<file path="src/rtl/axil_cmd_master.sv">
// AXI4-Lite initiator: turns single-beat commands into one AXI write or read at a time
// and returns BRESP/RRESP (or a synthetic SLVERR on timeout) on a response stream.
module axil_cmd_master #(
  parameter int ADDR_W         = 9,
  parameter int DATA_W         = 32,
  parameter int TIMEOUT_CYCLES = 256
) (
  input  logic                s_axi_aclk,
  input  logic                s_axi_aresetn,
  input  logic                cmd_valid,
  output logic                cmd_ready,
  input  logic                cmd_write,
  input  logic [ADDR_W-1:0]   cmd_addr,
  input  logic [DATA_W-1:0]   cmd_wdata,
  input  logic [DATA_W/8-1:0] cmd_wstrb,
  output logic                rsp_valid,
  input  logic                rsp_ready,
  output logic [DATA_W-1:0]   rsp_rdata,
  output logic [1:0]          rsp_resp,
  output logic                rsp_timeout,
  output logic                busy,
  output logic [ADDR_W-1:0]   m_axi_awaddr,
  output logic                m_axi_awvalid,
  input  logic                m_axi_awready,
  output logic [DATA_W-1:0]   m_axi_wdata,
  output logic [DATA_W/8-1:0] m_axi_wstrb,
  output logic                m_axi_wvalid,
  input  logic                m_axi_wready,
  input  logic [1:0]          m_axi_bresp,
  input  logic                m_axi_bvalid,
  output logic                m_axi_bready,
  output logic [ADDR_W-1:0]   m_axi_araddr,
  output logic                m_axi_arvalid,
  input  logic                m_axi_arready,
  input  logic [DATA_W-1:0]   m_axi_rdata,
  input  logic [1:0]          m_axi_rresp,
  input  logic                m_axi_rvalid,
  output logic                m_axi_rready
);

  // state   | meaning
  // IDLE    | waiting for a command, cmd_ready high
  // WR_AW_W | AW and W valids out, each dropped after its own handshake
  // WR_B    | bready high, waiting for B or timeout
  // RD_AR   | arvalid out, waiting for arready
  // RD_R    | rready high, waiting for R or timeout
  // RSP     | response presented until rsp_ready
  typedef enum logic [2:0] {IDLE, WR_AW_W, WR_B, RD_AR, RD_R, RSP} state_e;

  localparam bit TO_EN  = (TIMEOUT_CYCLES > 0);
  localparam int TCNT_W = (TIMEOUT_CYCLES > 1) ? $clog2(TIMEOUT_CYCLES) : 1;
  // The compare runs on the last permitted wait cycle, so expiry lands after exactly
  // TIMEOUT_CYCLES cycles spent in WR_B/RD_R.
  localparam logic [TCNT_W-1:0] TCNT_LAST = TCNT_W'(TO_EN ? TIMEOUT_CYCLES - 1 : 0);

  state_e                state_q;
  logic                  awvalid_q, wvalid_q, bready_q, arvalid_q, rready_q;
  logic                  rsp_valid_q, rsp_timeout_q;
  logic [ADDR_W-1:0]     addr_q;
  logic [DATA_W-1:0]     wdata_q, rdata_q;
  logic [DATA_W/8-1:0]   wstrb_q;
  logic [1:0]            resp_q;
  logic [TCNT_W-1:0]     tcnt_q;

  logic aw_done, w_done, expired;

  assign aw_done = !awvalid_q || m_axi_awready;
  assign w_done  = !wvalid_q || m_axi_wready;
  assign expired = TO_EN && (tcnt_q == TCNT_LAST);

  always_ff @(posedge s_axi_aclk or negedge s_axi_aresetn) begin
    if (!s_axi_aresetn) begin
      state_q       <= IDLE;
      awvalid_q     <= 1'b0;
      wvalid_q      <= 1'b0;
      bready_q      <= 1'b0;
      arvalid_q     <= 1'b0;
      rready_q      <= 1'b0;
      rsp_valid_q   <= 1'b0;
      rsp_timeout_q <= 1'b0;
      addr_q        <= '0;
      wdata_q       <= '0;
      wstrb_q       <= '0;
      rdata_q       <= '0;
      resp_q        <= '0;
      tcnt_q        <= '0;
    end else begin
      case (state_q)
        IDLE: begin
          if (cmd_valid) begin
            addr_q  <= cmd_addr;
            wdata_q <= cmd_wdata;
            wstrb_q <= cmd_wstrb;
            if (cmd_write) begin
              awvalid_q <= 1'b1;
              wvalid_q  <= 1'b1;
              state_q   <= WR_AW_W;
            end else begin
              arvalid_q <= 1'b1;
              state_q   <= RD_AR;
            end
          end
        end
        WR_AW_W: begin
          if (awvalid_q && m_axi_awready) awvalid_q <= 1'b0;
          if (wvalid_q && m_axi_wready)   wvalid_q  <= 1'b0;
          if (aw_done && w_done) begin
            bready_q <= 1'b1;
            tcnt_q   <= '0;
            state_q  <= WR_B;
          end
        end
        WR_B: begin
          if (m_axi_bvalid) begin
            resp_q      <= m_axi_bresp;
            rdata_q     <= '0;
            bready_q    <= 1'b0;
            rsp_valid_q <= 1'b1;
            state_q     <= RSP;
          end else if (expired) begin
            resp_q        <= 2'b10;
            rdata_q       <= '0;
            rsp_timeout_q <= 1'b1;
            bready_q      <= 1'b0;
            rsp_valid_q   <= 1'b1;
            state_q       <= RSP;
          end else begin
            tcnt_q <= tcnt_q + TCNT_W'(1);
          end
        end
        RD_AR: begin
          if (m_axi_arready) begin
            arvalid_q <= 1'b0;
            rready_q  <= 1'b1;
            tcnt_q    <= '0;
            state_q   <= RD_R;
          end
        end
        RD_R: begin
          if (m_axi_rvalid) begin
            resp_q      <= m_axi_rresp;
            rdata_q     <= m_axi_rdata;
            rready_q    <= 1'b0;
            rsp_valid_q <= 1'b1;
            state_q     <= RSP;
          end else if (expired) begin
            resp_q        <= 2'b10;
            rdata_q       <= '0;
            rsp_timeout_q <= 1'b1;
            rready_q      <= 1'b0;
            rsp_valid_q   <= 1'b1;
            state_q       <= RSP;
          end else begin
            tcnt_q <= tcnt_q + TCNT_W'(1);
          end
        end
        RSP: begin
          if (rsp_ready) begin
            rsp_valid_q   <= 1'b0;
            rsp_timeout_q <= 1'b0;
            state_q       <= IDLE;
          end
        end
        default: state_q <= IDLE;
      endcase
    end
  end

  assign cmd_ready     = (state_q == IDLE) && s_axi_aresetn;
  assign busy          = (state_q != IDLE);
  assign rsp_valid     = rsp_valid_q;
  assign rsp_rdata     = rdata_q;
  assign rsp_resp      = resp_q;
  assign rsp_timeout   = rsp_timeout_q;
  assign m_axi_awaddr  = addr_q;
  assign m_axi_awvalid = awvalid_q;
  assign m_axi_wdata   = wdata_q;
  assign m_axi_wstrb   = wstrb_q;
  assign m_axi_wvalid  = wvalid_q;
  assign m_axi_bready  = bready_q;
  assign m_axi_araddr  = addr_q;
  assign m_axi_arvalid = arvalid_q;
  assign m_axi_rready  = rready_q;

endmodule

</file>
<file path="config.mk">
export PLATFORM = sky130hd
export DESIGN_NAME = axil_cmd_master
export DESIGN_NICKNAME = d
export VERILOG_FILES = /design/src/rtl/axil_cmd_master.sv
export SDC_FILE = /design/constraint.sdc
export NUM_CORES = 1
export LEC_CHECK = 0
export CORE_MARGIN = 3
export CORE_UTILIZATION = 40
export DETAILED_ROUTE_END_ITERATION = 16
export HOLD_SLACK_MARGIN = 0.08
export PLACE_DENSITY = 0.86
export SETUP_SLACK_MARGIN = 0.05
export SYNTH_ARGS = -nofsm -noshare
export SYNTH_HDL_FRONTEND = slang
export SYNTH_SLANG_ARGS = --single-unit
</file>
<file path="constraint.sdc">
create_clock -name s_axi_aclk -period 2.53 [get_ports s_axi_aclk]
set_input_delay 0.6325 -clock s_axi_aclk [delete_from_list [all_inputs] [get_ports s_axi_aclk]]
set_output_delay 0.6325 -clock s_axi_aclk [all_outputs]
set_load 0.01 [all_outputs]
</file>
-- Word-level counts from Yosys, hierarchy flattened
Index checks and enable logic that the tools add are counted.
Widths: inputs -> output; s select.
- register bits after elaboration: 97
- input port bits: 91
- output and inout bits: 97
- logic and storage cells: 109
- $add $sub $neg: 1
- eq/ne operators: 18
- multiplexer cells: 49
- reductions and logical operators: 27
- operators by type and width (operator ; number):
    $mux 32 ; 3
    $pmux 32 s2 ; 1
    $mux 8 ; 5
    $pmux 8 s4 ; 1
    $mux 3 ; 7
    $ne 2x2->1 const B ; 10
    $reduce_and 4->1 ; 5
    $mux 1 ; 19
    $pmux 3 s6 ; 1
    $pmux 1 s2 ; 5
    $reduce_bool 2->1 ; 5
    $add 8x1->8 const B ; 1
    $eq 8x8->1 const B ; 1
    $mux 2 ; 4
    $eq 3x2->1 const B ; 2
    $eq 3x3->1 const B ; 2
    $ne 3x3->1 const B ; 2
    $pmux 1 s3 ; 2
    $reduce_and 3->1 ; 2
    $reduce_bool 3->1 ; 2
    $reduce_and 5->1 ; 1
    $logic_and 1x1->1 ; 4
    $pmux 2 s2 ; 1
    $reduce_and 2->1 ; 2
    5 further kinds ; 7

-- Longest topological paths before layout
- word-level depth: 5
- depth in mapped cells: 7
- gate-level depth less buffers: 5

-- Least setup slack after synthesis
OpenSTA, ideal clock, no wires.
- path type: reg2reg
- start point: register state_q[0]
- end point: register wdata_q[16], in the netlist m_axi_wdata[16]
- library setup time: 0.125 ns
- arrival time: 1.579 ns
- data required time: 2.405 ns
- slack: 0.826 ns
- stages on the path, launching flop included: 7
- path buffers: 3
- period minus slack after synthesis: 1.704 ns
- cells stage by stage: dfrtp_1 buf_4 nor3_1 and2_1 buf_4 buf_6 mux2_2
- longest elaborated chain between the ends: 2
- ends and longest elaborated chain (what ; RTL line ; RTL):
    start, declared ; 56 ; state_e state_q;
    start signal, assigned ; 73 ; state_q <= IDLE;
    start signal, assigned ; 97 ; state_q <= WR_AW_W;
    start signal, assigned ; 100 ; state_q <= RD_AR;
    $logic_not 3->1 ; 88 ; case (state_q)
    $reduce_and 2->1 (no source line) ; -- ;
    end signal, assigned ; 92 ; wdata_q <= cmd_wdata;
    end, declared ; 60 ; logic [DATA_W-1:0] wdata_q, rdata_q;
Every way passes these cells.
A chain may end at the register's enable or synchronous reset.

-- Final worst setup path
- start point: register state_q[2]
- end point: output cmd_ready
- longest elaborated chain between the ends: 2
- ends and longest elaborated chain (what ; RTL line ; RTL):
    $logic_not 3->1 ; 169 ; assign cmd_ready = (state_q == IDLE) && s_axi_aresetn;
    $logic_and 1x1->1 ; 169 ;
    end, declared ; 11 ; output logic cmd_ready,
Every way passes these cells.

==> impl_metrics.tcl <==
set metrics [dict create \
    ios 188 \
    hold_violations 0 \
    grt_usage_pct 19.32 \
    io_buffer_count 187 \
    synth_cells 318 \
    regToRegStartpoint "state_q[2]" \
    hold_class "in2async" \
    first_pass_iters 4 \
    clk-insertion-delay-late_ns 0.34 \
    h-tree-depth 3 \
    syn_area_per_cell_um2 13.18 \
    synth_top_flop_cell "dfrtp_1" \
    ff_latch_area_um2 2430 \
    setup.worst_path.class "reg2out" \
    grt_max_degree 55 \
    power.leakage_nw 2.645 \
    status "finished, final reports clean" \
    rows 36 \
    cap_violations 0 \
    slew_viol_final 0 \
    wire_per_inst_um 17.85 \
    reg2reg_slack_ns 0.55 \
    antennaDiodeCount 0 \
    multiInputGateArea_um2 1550 \
    cp.required_ns 1.90 \
    cts.path.max_buffers 2 \
    final_layout_size_suffix_gt1_share_pct 16.54 \
    cts_made_buffers 9 \
    synth_edf_count 0 \
    period_share_pct 94.59 \
    synth_warnings 0 \
    cts_tree "done" \
    critPathCapture "cmd_ready" \
    rsz0062_at_grt "false" \
    clock_sinks 97 \
    synth_area_um2 4192 \
    r2r-end "tcnt_q[7]" \
    gp_congestion 0.9292 \
    vias_per_cell 5.139 \
    drc 0 \
    cts-root-buf "clkbuf_8" \
    cp-startpoint "state_q[2]" \
    ant_nets 0 \
    dr.first_iter.drc_count 151 \
    area_delta_synth_final_pct 51.67 \
    fill_cells 809 \
    cp-end-kind "output port" \
    start_util_pct 41.92 \
    fin_area_um2 6357 \
    synth.distinct_cells 50 \
    arrival_ns 1.76 \
    die-height_um 108.4 \
    min_period_ns 2.393 \
    fin_skew_ns 0.01392 \
    vdd_drop_max_mv 0.5399 \
    grt_pass1_wl_um 17790 \
    dpl_cell_area_um2 6137 \
    reg2regPathDepth 5 \
    grt_pass1_vias 3381 \
    ys_ff_latch 97 \
    fin_setup_tns_ns 0 \
    setup_viol 0 \
    antenna_found_initial 0 \
    timing.hold.ws_ns 0.3795 \
    wirelength_um 11440 \
    place_hpwl_um 8728 \
    final_cell_mix "186 x clkdlybuf4s50_1, 95 x dfrtp_1, 38 x mux2_2" \
    core_area_um2 10000 \
    gr-total-overflow 0 \
    max_slew_margin_pct 47.89 \
    die_width_um 108.4 \
    vias 3294 \
    worst-path-max-fanout 13 \
    fin_nets 595 \
    clk_pin_slew_ns 0.10 \
    async_reset_ff_share_pct 100.0 \
    die_area_um2 11740 \
    startpoint_type "register" \
    syn_nets 410 \
    final_common_cell "clkdlybuf4s50_1" \
    worst_pin_slew_ns 0.7798 \
    cellPowerDensity_nw_per_um2 1149 \
    fmax_mhz 417.9 \
    seq_area_frac_synth_pct 57.91 \
]
cells in the mapped netlist (2+ instances only):
| cell type | instances | area share [%] |
|---|---|---|
| a31oi_1 | 8 | 1.2 |
| a21boi_0 | 2 | 0.36 |
| nor3b_2 | 2 | 0.60 |
| buf_6 | 6 | 1.6 |
| or3b_1 | 3 | 0.63 |
| a21oi_1 | 13 | 1.6 |
| and2_1 | 3 | 0.45 |
| nand3b_1 | 4 | 0.72 |
| or3_1 | 2 | 0.30 |
| a21oi_2 | 3 | 0.63 |
| o21ai_0 | 4 | 0.48 |
| nand3_1 | 8 | 0.96 |
| mux2_1 | 7 | 1.9 |
| dfrtp_1 | 97 | 58 |
| nand2b_1 | 2 | 0.30 |
| mux2_2 | 38 | 10 |
| o22a_1 | 2 | 0.42 |
| a22o_1 | 35 | 7.3 |
| buf_4 | 12 | 2.1 |
| mux2i_1 | 2 | 0.48 |
| and3_1 | 4 | 0.60 |
| nand2_1 | 14 | 1.3 |
| o2bb2ai_1 | 2 | 0.42 |
| inv_1 | 8 | 0.72 |
| nor2_1 | 4 | 0.36 |
| nor3_1 | 2 | 0.24 |
| buf_2 | 8 | 0.96 |
sequential cells by signal, indices dropped and copies added (netlist names):
name and cells:
m_axi_wdata 32, rsp_rdata 32, m_axi_araddr 9, tcnt_q 8, m_axi_wstrb 4, state_q 3, rsp_resp 2, m_axi_arvalid 1
m_axi_awvalid 1, m_axi_bready 1, m_axi_rready 1, m_axi_wvalid 1, rsp_timeout 1, rsp_valid 1
cell families (layout without fill, tap and decap cells):
group                    after synthesis  in the layout  share of synthesized area [%]
buffers and inverters                 35            225                          5.522
AND/OR/NAND/NOR                       57             57                          8.359
adder cells (fa/ha/maj)                1              1                         0.2985
AO/OA/AOI/OAI                         80             80                          14.96
flip-flops                            97             97                          57.91
XOR/XNOR                               1              1                         0.3882
multiplexers                          47             47                          12.57
per-layer routing:
layer / track usage [%] / vias to the layer above / wire (µm)
li1: - / 1534 / -
met2: 35.04 / 124 / 6091
met5: 0 / - / 0
met4: 5.500 / 0 / 226
met1: 22.74 / 1617 / 4383
met3: 4.657 / 19 / 740
power breakdown:
group	switching, mW	total (mW)	internal [mW]
registers	0.438	2.66	2.22
logic	1.50	3.66	2.15
clock network	0.536	0.994	0.458
total	2.48	7.31	4.83
how the worst min path moves through the flow:
stage / startpoint / to / slack [ns] / cells past startpoint
floorplan: s_axi_aresetn / m_axi_araddr[0] / 0.34 / 0
global placement: rsp_valid / rsp_valid / 0.47 / 2
detailed placement: rsp_valid / rsp_valid / 0.47 / 2
CTS: s_axi_aresetn / rsp_valid / 0.40 / 2
global route: s_axi_aresetn / rsp_valid / 0.40 / 2
finish: s_axi_aresetn / rsp_resp[1] / 0.38 / 2
per-stage QoR:
step	util (%)	std cells	setup WS [ns]	power, mW
floorplan	-	318	0.8259	4.505
global placement	61.37	624	-0.1121	6.194
detailed placement	61.37	624	-0.1966	6.345
CTS	63.45	640	0.07233	7.366
global route	63.58	641	0.05521	7.763
finish	63.58	641	0.1370	7.306
timing repair:
item / 4_1_cts / 5_1_grt
hold buffers: 0 / 0
resized for setup: 4 / 0
setup endpoints to repair: 2 / 1
setup buffers: 0 / 1
area by class of cell:
| class | count | share of cell area (%) |
|---|---|---|
| well taps | 133 | 2.618 |
| inverters | 8 | 0.4723 |
| clock inverters | 7 | 1.102 |
| repair buffers | 201 | 31.25 |
| multi-input cells | 186 | 24.39 |
| flip-flops and latches | 97 | 38.22 |
| clock buffers | 9 | 1.948 |
critical path, stage by stage (launching register included):
cell	delay (ns)
dfrtp_2	0.52
nor3_4	0.19
and2_1	0.15
clkdlybuf4s50_1	0.57
(Power assumes the default switching activity.)
